[src/rtl/inst_fetch_queue.sv]
// inst_fetch_queue: FWFT fetch-to-decode instruction queue with flush and keep-head (delay slot) redirect
module inst_fetch_queue #(
  parameter int PC_W    = 32,
  parameter int INSTR_W = 32,
  parameter int DEPTH   = 4,
  parameter int CNT_W   = 3
) (
  input  logic               clk,
  input  logic               rst,
  input  logic               push_valid,
  output logic               push_ready,
  input  logic [PC_W-1:0]    push_pc,
  input  logic [INSTR_W-1:0] push_instr,
  input  logic               push_adel,
  output logic               pop_valid,
  input  logic               pop_ready,
  output logic [PC_W-1:0]    pop_pc,
  output logic [INSTR_W-1:0] pop_instr,
  output logic               pop_adel,
  input  logic               flush,
  input  logic               flush_keep,
  output logic [CNT_W-1:0]   count
);
  localparam int AW = $clog2(DEPTH);
  localparam int EW = PC_W + INSTR_W + 1;
  logic [EW-1:0] mem [DEPTH];
  logic [EW-1:0] hold;
  logic [AW-1:0] rd_ptr, wr_ptr, rd_nxt;
  logic push_fire, pop_fire, keep, keep_one;
  assign pop_valid  = count != '0;
  assign push_ready = count != CNT_W'(DEPTH);
  assign push_fire  = push_valid & push_ready;
  assign pop_fire   = pop_valid & pop_ready;
  assign {pop_pc, pop_instr, pop_adel} = pop_valid ? mem[rd_ptr] : hold;
  assign keep     = flush_keep & pop_valid;
  assign keep_one = keep & (~pop_fire | (count > CNT_W'(1)));
  assign rd_nxt   = rd_ptr + AW'(pop_fire);
  always_ff @(posedge clk)
    if (!rst && !flush && push_fire) mem[wr_ptr] <= {push_pc, push_instr, push_adel};
  always_ff @(posedge clk) begin
    if (rst) begin
      rd_ptr <= '0;
      wr_ptr <= '0;
      count  <= '0;
      hold   <= '0;
    end else begin
      if (pop_valid) hold <= mem[rd_ptr];
      if (flush) begin
        rd_ptr <= keep ? rd_nxt : rd_ptr;
        wr_ptr <= keep ? rd_nxt + AW'(keep_one) : rd_ptr;
        count  <= CNT_W'(keep_one);
      end else begin
        rd_ptr <= rd_nxt;
        wr_ptr <= wr_ptr + AW'(push_fire);
        count  <= count + CNT_W'(push_fire) - CNT_W'(pop_fire);
      end
    end
  end
endmodule

[config.mk]
export PLATFORM = sky130hd
export DESIGN_NAME = inst_fetch_queue
export DESIGN_NICKNAME = d
export VERILOG_FILES = /design/src/rtl/inst_fetch_queue.sv
export SDC_FILE = /design/constraint.sdc
export NUM_CORES = 1
export LEC_CHECK = 0
export BUFFER_PORTS_ARGS = -buffer_cell sky130_fd_sc_hd__buf_2
export CAP_MARGIN = 15
export CORE_ASPECT_RATIO = 0.6
export CORE_UTILIZATION = 25
export DETAILED_ROUTE_END_ITERATION = 6
export GPL_ROUTABILITY_DRIVEN = 0
export SLEW_MARGIN = 20
export SYNTH_ARGS = -nofsm -noshare
export SYNTH_HDL_FRONTEND = slang
export SYNTH_SLANG_ARGS = --single-unit
[constraint.sdc]
create_clock -name clk -period 7.8 [get_ports clk]
set_input_delay 0.39 -clock clk [delete_from_list [all_inputs] [get_ports clk]]
set_output_delay 0.39 -clock clk [all_outputs]
set_load 0.01 [all_outputs]
Word level (Yosys, flattened, before mapping)
Memory sizes are Yosys's and may differ from the RTL's. A register that Yosys moved wholly into a read port is not among the register bits.
Index checks and enable logic that the tools add are counted.

storage, ports and cells
  register bits = 72
  output and inout bits = 70
  bits in read-only memories = 0
  bits in latches = 0
  memories = 1
  memory bits (writable) = 260
  input port bits = 71
  word-level logic and storage cells = 36

operators by class
  $lt $le $gt $ge = 1
  div/mod/pow operators = 0
  $add $sub $neg = 5
  multiplexer cells = 10
  $mul = 0
  reductions and logical operators = 6
  equal/unequal tests = 2
  shift operators = 0
  bitwise operators = 6

memories
  memory  words  width  read ports  clocked after Yosys merged registers in  write ports  RTL line  source
  mem     4      65     1           1                                        1            26        logic [EW-1:0] mem [DEPTH];

operator list
  operator              count
  $mux W65              1
  $mux W2               6
  $add A2 B1 Y2         3
  $and A1 B1 Y1         4
  $add A3 B1 Y3         1
  $gt A3 B1 Y1 const B  1
  $mux W1               3
  $ne A3 B3 Y1 const B  1
  $reduce_bool A3 Y1    1
  $sub A3 B1 Y3         1
  $logic_and A1 B1 Y1   2
  $logic_not A1 Y1      2
  $ne A2 B2 Y1 const B  1
  $reduce_or A2 Y1      1
  $not A1 Y1            1
  $or A1 B1 Y1          1

Depth between registers and ports, before layout
  depth in word-level cells = 8
  gate-level depth with buffers = 11
  mapped depth without buffers = 9

Worst setup path before layout
No wires, ideal clock.

  path type = input port to flip-flop
  start = in flush
  end = mem mem[2][0] (netlist name), enable pin
  data arrival time = 5.663 ns
  slack = 1.555 ns
  library setup time = 0.582 ns
  data required time = 7.218 ns
  buffers on the path = 1
  stages on the path = 4
  cell sequence = clkbuf_1 nor2_1 nand3_1 nor3b_1

between the ends
  cells in the longest elaborated chain, start to end = 5

ends and longest elaborated chain
  item                               RTL line  source
  from (decl)                        20        input logic flush,
  $logic_not A1 Y1                   39        if (!rst && !flush && push_fire) mem[wr_ptr] <= {push_pc, push_instr, push_adel};
  $logic_and A1 B1 Y1 (2 in series)  39
  $mux W1                            39
  $mux W1 (not written as such)      39
  to (decl)                          26

Every way passes these cells.

==> flow_summary.ini <==
[global_route]
aggregate_global_route_resource_usage_pct = 10.3
grt_max_degree = 66
first_global_vias = 6550
grt_antenna_before_repair = 0
first_pass_grt_wire_length_um = 40200
globalRouteOverflowTotal = 0

[yosys]
postSynthCellCount = 610
asyncSetResetFlopFracSynth_pct = 0
ys_warn_count = 0
syn-cell-area_sq_um = 12500
synth_edf_count = 260
synth.ff_latch_count = 334
synth.avg_cell_area_sq_um = 20.5
postSynth.topFlopCell = sky130_fd_sc_hd__edfxtp_1
synth_cell_types = 39
mappedNetlistNets = 688
seq_area_frac_synth_pct = 74.3

[worst_setup_path]
timing.critical_path.cells = buf_4 -> mux4_2 -> mux2_2 -> buf_2
timing.critical_path.max_delay_family = buffers and inverters
crit_required_ps = 7410
worst-path-buf-inv = 2
number_of_cell_instances_on_the_worst_register_to_register_path = 4
slowest_stage_delay_cp_ps = 790
reg2reg_setup_slack_ps = 5070
critPathLaunchType = flop
crit_type = reg -> out
worstSetupEndpointType = output port
regToRegEndpoint = hold[18]$_SDFF_PP0_
critPathMaxFanout = 38
critical_path_data_arrival_time_ps = 3170
crit_slowest_cell = sky130_fd_sc_hd__buf_4

[power_and_ir_drop]
p_leak_uw = 0.00534
sequentialPowerShare_pct = 50.5
power.share.switching_pct = 22.6
p_clk_share_pct = 37.5
p_per_area_nw_per_um2 = 257
power.combinational.fraction_pct = 12.0
vdd_drop_max_uv = 142
net_switching_power_of_the_design_uw = 898
power_report.internal_total_uw = 3070

[sta]
post-route-min-period_ps = 3560
fin_crit_sh_pct = 45.6
grt_setup_unrepaired = no
setup_viol = 0
max_slew_violation_count = 0
hold_viol_final = 0
timing.clock.skew_ps = 9.55
max_slew_margin_pct = 26.0
final_tns_setup_ps = 0
worst-slew-pin-transition_ps = 1110
timing.fmax_mhz = 281

[clock_tree]
cts_buffers = 31
cts-htree-levels = 1
cts-root-buf = sky130_fd_sc_hd__clkbuf_16
clkTransAtPathRegs_ps = 60
cts_tree = yes
cts_setup_buffers = 0
cts_buffer_depth = 3
clock_sinks = 334
worst_skew_pair.late_latency_ps = 570

[cells_and_area]
post_route_cells_drive_above_1_share_pct = 40.1
final_cell_area_sq_um = 15500
layout-area-overhead-vs-synth_pct = 23.7
antenna-diode-count = 0
final_nets = 892
num-fill-cells = 4814

[placed_design]
io_buffer_count = 140
cell_area_reported_after_detailed_placement_sq_um = 13900
place.detailed.hpwl_um = 14900

[worst_hold_path]
hold-path-cell-count = 1
worstHoldPathType = in -> reg
min_to = mem[3][15]$_DFFE_PP_
hold_path.startpoint = push_instr[14]

[detailed_routing]
firstDrtPassIters = 4
postRouteAntennaNets = 0
routed_wl_um = 26000
via_per_inst = 4.12
routedWlPerCell_um = 17.5
drt_first_iter_violations = 314
detailroute.via_count = 6131
remaining_drc_errors = 0

[die]
io_pins = 141
fp.dieH_um = 175
die_area_sq_um = 50900
floorplan.die.width_um = 291
placement_rows = 63
initial_core_util_pct = 25.3
core_area_sq_um = 49300

[run_status]
outcome = complete, no violations

[job]
drv_cap = 0
[cells in the final DEF (no fill, tap or decap), types with 2 or more instances in the layout]
master	count
sky130_fd_sc_hd__dfxtp_1	72
sky130_fd_sc_hd__inv_1	6
sky130_fd_sc_hd__bufinv_16	2
sky130_fd_sc_hd__and2_1	3
sky130_fd_sc_hd__dfxtp_4	2
sky130_fd_sc_hd__buf_2	139
sky130_fd_sc_hd__nand3_1	2
sky130_fd_sc_hd__o31ai_1	2
sky130_fd_sc_hd__ha_1	6
sky130_fd_sc_hd__clkbuf_16	31
sky130_fd_sc_hd__clkinv_2	7
sky130_fd_sc_hd__nor2b_1	68
sky130_fd_sc_hd__dlygate4sd3_1	52
sky130_fd_sc_hd__nor3b_2	2
sky130_fd_sc_hd__mux2_2	48
sky130_fd_sc_hd__mux2_4	17
sky130_fd_sc_hd__nor2_1	2
sky130_fd_sc_hd__buf_4	11
sky130_fd_sc_hd__clkbuf_8	5
sky130_fd_sc_hd__clkbuf_1	9
sky130_fd_sc_hd__edfxtp_1	260
sky130_fd_sc_hd__mux4_2	65
sky130_fd_sc_hd__xor2_1	2
[stage by stage]
stage	hold WS [ps]	util [%]	worst slack, ps	cells	total power (uW)
3_5_place_dp	507	28.3	4680	1379	2510
4_1_cts	0.0198	31.3	4040	1488	4050
3_3_place_gp	495	28.3	4700	1379	2500
5_1_grt	10.9	31.3	3920	1488	4150
6_report	50.5	31.3	4240	1488	3970
2_1_floorplan	468	-	1550	610	2350
[worst reg2reg max path, cell delays in order, from the launching register on]
cell and delay, ps:
sky130_fd_sc_hd__dfxtp_4 720, sky130_fd_sc_hd__buf_4 800, sky130_fd_sc_hd__mux4_2 650, sky130_fd_sc_hd__mux2_2 280
sky130_fd_sc_hd__nor2b_1 140
[flip-flops by register name, summed over array words and instances, names as in the netlist, named ones only]
register  cells
mem         260
hold         65
count         3
rd_ptr        2
wr_ptr        2
[routing by layer]
metal | GRT usage [%] | share of wire, %
met1 | 14.2 | 47
met2 | 16.5 | 46
met3 | 2.59 | 4.4
met5 | 0 | 0
met4 | 2.16 | 2.1
[cells in the mapped netlist (all sizes together), types with 3 or more instances]
master,number,area [sq um]
nor2b,68,425
clkbuf,11,41.3
ha,6,75.1
mux4,65,1460
dfxtp,74,1480
buf,20,129
edfxtp,260,7810
and2,3,18.8
inv,6,22.5
mux2,65,796
[power by group through the flow]
stage / logic [uW] / clock network (uW) / registers (uW)
final: 478 / 1490 / 2010
after global routing: 520 / 1620 / 2010
after CTS: 490 / 1560 / 2010
after detailed placement: 465 / 0 / 2050
after global placement: 460 / 0 / 2040
after floorplan: 315 / 0 / 2030
[logic make-up after synthesis]
logic type,Yosys count,synth area share [%]
flip-flops,334,74.3
AND/OR/NAND/NOR,88,4.41
adder cells (fa/ha/maj),7,0.761
multiplexers,130,18.1
AO/OA/AOI/OAI,11,0.671
XOR/XNOR,3,0.210
buffers and inverters,37,1.54
[worst max-delay path by stage]
| stage | cells past startpoint | to | slack (ps) | startpoint |
|---|---|---|---|---|
| 2_1_floorplan | 4 | mem[2][0]$_DFFE_PP_ | 1550 | flush |
| 3_3_place_gp | 4 | pop_instr[9] | 4700 | flop |
| 3_5_place_dp | 4 | pop_instr[9] | 4680 | flop |
| 4_1_cts | 4 | pop_pc[30] | 4040 | flop |
| 5_1_grt | 4 | pop_pc[30] | 3920 | flop |
| 6_report | 4 | pop_instr[9] | 4240 | flop |
[layout make-up]
class / instances / area, sq um / share of cell area (%)
inverters: 6 / 22.5 / 0.146
clock inverters: 12 / 115 / 0.744
flip-flops and latches: 334 / 9300 / 60.1
repair buffers: 202 / 1300 / 8.40
clock buffers: 45 / 878 / 5.68
well taps: 650 / 813 / 5.26
multi-input cells: 239 / 3040 / 19.6
[timing repair]
item / in CTS / in global routing
hold endpoints to repair: 202 / 0
hold buffers: 52 / 0
resized for setup: 0 / 0
Power figures use the tool's default switching activity.
